[config.mk]
export PLATFORM = sky130hd
export DESIGN_NAME = bin2bcd_stream
export DESIGN_NICKNAME = d
export VERILOG_FILES = /design/src/rtl/bin2bcd_pkg.sv /design/src/rtl/bcd_digit_cell.sv /design/src/rtl/bin2bcd_stream.sv
export SDC_FILE = /design/constraint.sdc
export NUM_CORES = 1
export LEC_CHECK = 0
export BUFFER_PORTS_ARGS = -buffer_cell sky130_fd_sc_hd__buf_2
export CAP_MARGIN = 20
export CELL_PAD_IN_SITES_DETAIL_PLACEMENT = 1
export CELL_PAD_IN_SITES_GLOBAL_PLACEMENT = 1
export CORE_MARGIN = 3
export CORE_UTILIZATION = 31
export CTS_CLUSTER_SIZE = 24
export DETAILED_ROUTE_END_ITERATION = 8
export PLACE_DENSITY = 0.67
export SLEW_MARGIN = 20
export SYNTH_ARGS = -nofsm -noshare
export SYNTH_HDL_FRONTEND = slang
export SYNTH_SLANG_ARGS = --single-unit
[constraint.sdc]
create_clock -name clk -period 2.8 [get_ports clk]
set_clock_uncertainty 0.1 [all_clocks]
set_input_delay 0.14 -clock clk [delete_from_list [all_inputs] [get_ports clk]]
set_output_delay 0.14 -clock clk [all_outputs]
set_load 0.05 [all_outputs]
[src/rtl/bin2bcd_pkg.sv]
// Shared constants, FSM encoding and width helper for the bin2bcd_stream converter.
package bin2bcd_pkg;

    localparam int DIG_W = 4;
    localparam logic [DIG_W-1:0] ADD3_THRESH = 4'd5;

    localparam logic [1:0] S_IDLE  = 2'b00;
    localparam logic [1:0] S_SHIFT = 2'b01;
    localparam logic [1:0] S_DONE  = 2'b10;

    typedef enum logic [1:0] {
        IDLE  = S_IDLE,
        SHIFT = S_SHIFT,
        DONE  = S_DONE
    } state_t;

    // Bits needed to hold values 0..value-1.
    function automatic int clog2(input int value);
        int r;
        r = 0;
        for (int i = 0; i < 31; i++) begin
            if ((1 << i) < value) r = i + 1;
        end
        return r;
    endfunction

endpackage

[src/rtl/bcd_digit_cell.sv]
// One BCD digit of the double-dabble chain: add-3 correction then shift-left by one,
// with the corrected MSB passed up as carry to the next digit.
module bcd_digit_cell
    import bin2bcd_pkg::*;
(
    input  logic             clk,
    input  logic             rst_n,
    input  logic             clear,
    input  logic             shift_en,
    input  logic             ser_in,
    output logic [DIG_W-1:0] digit,
    output logic [DIG_W-1:0] digit_nxt,
    output logic             carry_out
);

    logic [DIG_W-1:0] corr;

    always_comb begin
        corr      = (digit >= ADD3_THRESH) ? (digit + DIG_W'(3)) : digit;
        digit_nxt = {corr[DIG_W-2:0], ser_in};
        carry_out = corr[DIG_W-1];
    end

    always_ff @(posedge clk or negedge rst_n) begin
        if (!rst_n) begin
            digit <= '0;
        end else if (clear) begin
            digit <= '0;
        end else if (shift_en) begin
            digit <= digit_nxt;
        end
    end

endmodule

[src/rtl/bin2bcd_stream.sv]
// Iterative binary-to-BCD converter with valid/ready on both sides, sticky overflow
// and significant-digit count. Define SIGNED_INPUT_EN to treat bin as two's complement.
//
//  state | meaning
//  IDLE  | waiting for an input; in_ready high
//  SHIFT | one double-dabble step per cycle, BIN_W cycles
//  DONE  | result held on outputs until out_ready; can accept next input same cycle
module bin2bcd_stream
    import bin2bcd_pkg::*;
#(
    parameter int BIN_W  = 37,
    parameter int DIGITS = 11
) (
    input  logic                           clk,
    input  logic                           rst_n,
    input  logic                           in_valid,
    output logic                           in_ready,
    input  logic [BIN_W-1:0]               bin,
    output logic                           out_valid,
    input  logic                           out_ready,
    output logic [DIG_W*DIGITS-1:0]        bcd,
    output logic [clog2(DIGITS+1)-1:0]     sig_digits,
    output logic                           overflow,
    output logic                           neg
);

    localparam int CNT_W = clog2(BIN_W + 1);
    localparam int SIG_W = clog2(DIGITS + 1);

    state_t             state_q, state_d;
    logic [BIN_W-1:0]   sr_q;
    logic [BIN_W-1:0]   load_val;
    logic [CNT_W-1:0]   cnt_q;
    logic               ovf_q, ovf_nxt;
    logic [SIG_W-1:0]   sig_q, sig_nxt;
    logic               load, shift_en, last, rdy_c;
    logic [DIGITS:0]    carry;
    logic [DIG_W-1:0]   dig     [DIGITS];
    logic [DIG_W-1:0]   dig_nxt [DIGITS];

    always_comb begin
        state_d   = state_q;
        load      = 1'b0;
        shift_en  = 1'b0;
        rdy_c     = 1'b0;
        out_valid = 1'b0;
        case (state_q)
            IDLE: begin
                rdy_c = 1'b1;
                if (in_valid) begin
                    load    = 1'b1;
                    state_d = SHIFT;
                end
            end
            SHIFT: begin
                shift_en = 1'b1;
                if (cnt_q == CNT_W'(1)) state_d = DONE;
            end
            DONE: begin
                out_valid = 1'b1;
                rdy_c     = out_ready;
                if (out_ready) begin
                    if (in_valid) begin
                        load    = 1'b1;
                        state_d = SHIFT;
                    end else begin
                        state_d = IDLE;
                    end
                end
            end
            default: state_d = IDLE;
        endcase
    end

    // Held low for the whole reset, including the combinational IDLE decode.
    assign in_ready = rdy_c & rst_n;
    assign last     = shift_en && (cnt_q == CNT_W'(1));

    assign carry[0] = sr_q[BIN_W-1];
    for (genvar k = 0; k < DIGITS; k++) begin : g_dig
        bcd_digit_cell u_cell (
            .clk       (clk),
            .rst_n     (rst_n),
            .clear     (load),
            .shift_en  (shift_en),
            .ser_in    (carry[k]),
            .digit     (dig[k]),
            .digit_nxt (dig_nxt[k]),
            .carry_out (carry[k+1])
        );
        assign bcd[DIG_W*k +: DIG_W] = dig[k];
    end

    assign ovf_nxt = ovf_q | carry[DIGITS];

    // Counted from the post-shift digits so it is ready on the final SHIFT edge.
    always_comb begin
        sig_nxt = SIG_W'(1);
        for (int k = 0; k < DIGITS; k++) begin
            if (dig_nxt[k] != '0) sig_nxt = SIG_W'(k + 1);
        end
        if (ovf_nxt) sig_nxt = SIG_W'(DIGITS);
    end

`ifdef SIGNED_INPUT_EN
    logic neg_q;

    // Magnitude as unsigned BIN_W bits, so the most negative value maps to 2^(BIN_W-1).
    assign load_val = bin[BIN_W-1] ? (~bin + BIN_W'(1)) : bin;
    assign neg      = neg_q;

    always_ff @(posedge clk or negedge rst_n) begin
        if (!rst_n) begin
            neg_q <= 1'b0;
        end else if (load) begin
            neg_q <= bin[BIN_W-1];
        end
    end
`else
    assign load_val = bin;
    assign neg      = 1'b0;
`endif

    always_ff @(posedge clk or negedge rst_n) begin
        if (!rst_n) begin
            state_q <= IDLE;
            sr_q    <= '0;
            cnt_q   <= '0;
            ovf_q   <= 1'b0;
            sig_q   <= '0;
        end else begin
            state_q <= state_d;
            if (load) begin
                sr_q  <= load_val;
                cnt_q <= CNT_W'(BIN_W);
                ovf_q <= 1'b0;
            end else if (shift_en) begin
                sr_q  <= {sr_q[BIN_W-2:0], 1'b0};
                cnt_q <= cnt_q - CNT_W'(1);
                ovf_q <= ovf_nxt;
                if (last) sig_q <= sig_nxt;
            end
        end
    end

    assign sig_digits = sig_q;
    assign overflow   = ovf_q;

endmodule

==> summary.txt <==
Run status
  • Run status: finished, final reports clean

Setup path
  • R2r endpoint: sig_digits[3]
  • Required time at the worst-slack endpoint: 2940 ps
  • Biggest fanout along the worst timing path: 6
  • Sort of element at the end of the critical path: register
  • Worst Path Arrival: 2600 ps
  • Critical Setup Path Class: reg2reg
  • Reg2Reg Setup Slack: 350 ps
  • Crit Reg-Reg Startpoint: g_dig[10].u_cell.digit[0]
  • Startpoint class of the critical path: register
  • Worst Reg2Reg Path Length in Cells: 9

GRT
  • Largest net degree at the start of global routing: 95
  • Number of global-route vias before repair: 5112
  • Final global-route overflow total: 0
  • All-layer global routing usage: 17.9%
  • Wire length of the first global-routing pass: 26100 um
  • Initial antenna violation count: 1

Logic synthesis
  • Post-synthesis cell type with the largest combined area: dfrtp_1
  • Share of the synthesized area in compound gates (AO/OA/AOI/OAI): 19.2%
  • Synth warn: 0
  • Share of Yosys cell area claimed by the top area cell type: 46.1%
  • Synth Instances: 571
  • Mux share of post-synthesis cell area: 1.64%
  • Number of synthesized flops with an enable pin: 0
  • Cell area after synthesis: 5100 sq um
  • Top area cells in the synthesized netlist: dfrtp_1, nand2_1, ha_1
  • Post-Synthesis Mean Instance Area: 8.94 sq um
  • Ys async rst share: 100%
  • Synth unique cells: 52
  • Sequential area share after synthesis: 46.1%
  • Net Count, Synth: 636
  • Post-synthesis simple-gate area fraction: 20.3%
  • Area share of fa/ha/maj cells after synthesis: 5.88%
  • Post-synthesis sequential element count: 94
  • Most used DFF post-synth: dfrtp_1
  • Largest family of logic cells by synthesized area: simple AND/OR/NAND/NOR gates
  • Post-synthesis xor/xnor area fraction: 2.40%

Timing
  • Setup ws final: 346 ps
  • Final count of pins violating max slew: 0
  • Peak Freq: 408 MHz
  • Worst max-slew margin expressed relative to the limit: 57.1%
  • Hold violation total from the final report: 0
  • Fin Hold WS: 35.5 ps
  • RSZ-0062 raised after global routing: no
  • Part of the cycle the worst path needs: 87.6%
  • Setup violators final: 0
  • Sum of negative setup slack: 0 ps
  • Min cycle time layout: 2450 ps
  • Worst Tran Pin Value: 643 ps

Placed design
  • Number of cells in the design after placement: 855
  • Placed Instance Area: 5790 sq um
  • Routability congestion estimate: 0.813
  • Number of port buffers: 91
  • Estimated wirelength of the detail-placed design: 10300 um
  • Setup slack after placement: 337 ps

Floorplan
  • CORE AREA: 16000 sq um
  • Die outline height: 134 um
  • Total I/O pin count: 93
  • Initial Util: 31.9%
  • Die area: 18000 sq um
  • Width of the die: 134 um
  • FP Rows: 46

Clock tree
  • TritonCTS sink count: 94
  • Cell chosen for the clock root: clkbuf_16
  • Clock-pin slew of the registers on the worst-case setup and hold paths: 70 ps
  • Latest clock arrival within the worst-skew pair: 350 ps
  • Clock tree from TritonCTS: done
  • CTS H-tree lvls: 3
  • Buffers from clock root to sink, at most: 2
  • Number of buffers created by CTS: 9

Power and ir drop
  • Relative contribution of sequential cells to total power: 29.5%
  • Power per standard cell area: 1410 nW/um^2
  • Worst voltage drop across the vdd grid: 579 uV
  • Clock network fraction of total power: 14.3%
  • Leakage Power: 3.04 nW
  • Comb pwr share: 56.2%
  • Switching part of the total power: 51.4%
  • Net Sw Power: 4.67 mW
  • Internal power component: 4.43 mW

Drt
  • Vias after detailed routing: 4697
  • Post-route DRC violation count: 0
  • Number of antenna-violating nets in the routed design: 0
  • Drt first-iter violations: 283
  • Number of optimization iterations in the first detailed-route pass: 4
  • Number of vias per cell after detailed routing: 5.17
  • WL/cell: 16.9 um
  • Total detailed-routing wirelength: 15300 um

Layout
  • Synthesis-to-finish area growth: 26.8%
  • # nets final: 753
  • Fraction of final layout cells with drive strength greater than 1: 18.5%
  • Antenna diode count: 0
  • Count of placed standard cells in the final layout, fillers left out: 909
  • Post-layout instance area: 6470 sq um

Hold path
  • Class of the worst hold path: in2reg
  • Cell depth of the worst min-delay path: 3
  • Startpoint of the worst hold path: out_ready
  • Capture endpoint of the worst hold path: state_q[1]

Job
  • Count of max-cap constraint violations: 0
-- layout by cell type, fill, tap and decap left out, types with 2 or more instances in the layout --
cell type,count
a211oi_1,2
a21o_1,4
a21oi_1,29
a22oi_1,36
a32o_1,5
and2_1,3
and3_1,5
buf_2,90
buf_4,7
clkbuf_16,9
dfrtp_1,94
dlygate4sd3_1,38
ha_1,24
inv_1,29
inv_6,2
mux2_2,3
mux2i_1,5
nand2_1,105
nand2b_1,12
nand2b_2,2
nand3_1,38
nand4_1,2
nor2_1,15
nor2b_1,4
nor3_1,8
nor3b_1,14
o21ai_0,55
o31ai_1,7
o32ai_1,2
xnor2_1,12
xor2_1,2
-- worst max path at each step --
stage | startpoint | to | slack (ps) | depth (start not counted)
after CTS | g_dig[10].u_cell.digit[0] | sig_digits[3] | 330 | 9
final | g_dig[10].u_cell.digit[0] | sig_digits[3] | 350 | 9
after detailed placement | g_dig[7].u_cell.digit[0] | sig_digits[1] | 340 | 9
after floorplan | g_dig[10].u_cell.digit[1] | sig_digits[3] | 220 | 9
after global placement | g_dig[7].u_cell.digit[1] | sig_digits[1] | 420 | 9
after global routing | g_dig[10].u_cell.digit[0] | sig_digits[3] | 140 | 9
-- per-layer routing --
| metal | GRT usage (%) | wire length, um | up-vias |
|---|---|---|---|
| met2 | 30.5 | 7610 | 100 |
| met3 | 4.46 | 667 | 28 |
| met4 | 6.33 | 368 | 2 |
| met1 | 22.2 | 6670 | 2336 |
| met5 | 0 | 7 | - |
| li1 | - | - | 2231 |
-- final cells by class --
cell class                 instances  area [sq um]
clock buffer                      10           239
clock inverter                     6          68.8
fill                            1885          9530
inverter                          29           109
multi-input combinational        418          2530
sequential                        94          2350
tap                              216           270
timing repair buffer             136           903
-- worst max-delay path: stages, from the launching register on --
cell and delay (ps):
dfrtp_1 440, inv_1 130, ha_1 240, nand2b_2 110, a211oi_2 260, o221ai_1 160
or4b_4 540, nor3_2 160, nand2_1 100, o21a_1 110
-- repair_timing --
item                                    4_1_cts  5_1_grt
hold buffers                                 38        0
endpoints found under the setup margin        0        0
buffers inserted                              0        0
endpoints found under the hold margin       131        0
gates resized for setup                       0        0
-- cell families (layout without fill, tap and decap cells) --
group                    Yosys count  in the layout
AND/OR/NAND/NOR                  217            217
AO/OA/AOI/OAI                    154            154
flip-flops                        94             94
buffers and inverters             59            181
adder cells (fa/ha/maj)           24             24
XOR/XNOR                          14             14
multiplexers                       8              8
other                              1              1
-- power groups by stage --
stage / logic (mW) / registers [mW] / clock network, mW
3_3_place_gp: 4.89 / 2.65 / 0
3_5_place_dp: 5.09 / 2.71 / 0
2_1_floorplan: 2.79 / 3.61 / 0
4_1_cts: 5.16 / 2.69 / 1.34
5_1_grt: 5.73 / 2.81 / 1.40
6_report: 5.11 / 2.69 / 1.30
-- stage by stage --
| step | util (%) | power (mW) |
|---|---|---|
| floorplan | - | 6.40 |
| detailed placement | 36.2 | 7.80 |
| finish | 40.5 | 9.10 |
| global placement | 36.2 | 7.54 |
| global route | 40.5 | 9.93 |
| CTS | 40.5 | 9.20 |
-- synth_stat cells (2+ instances only) --
master    count
nand2_1     105
dfrtp_1      94
o21ai_0      55
nand3_1      38
a22oi_1      36
a21oi_1      29
inv_1        29
ha_1         24
clkbuf_1     20
nor2_1       16
nor3b_1      14
nand2b_1     13
xnor2_1      12
buf_1         8
nor3_1        8
o31ai_1       7
a32o_1        5
and3_1        5
mux2i_1       5
a21o_1        4
and2_1        4
nor2b_1       4
mux2_2        3
a211oi_1      2
nand4_1       2
o32ai_1       2
xor2_1        2
-- registers in the layout, indices dropped and copies added, names as in the netlist --
signal and cells:
cnt_q 6, overflow 1, sr_q 37, state_q 2
sig_digits 4, g_dig.u_cell.digit 44
(Power assumes the default switching activity.)
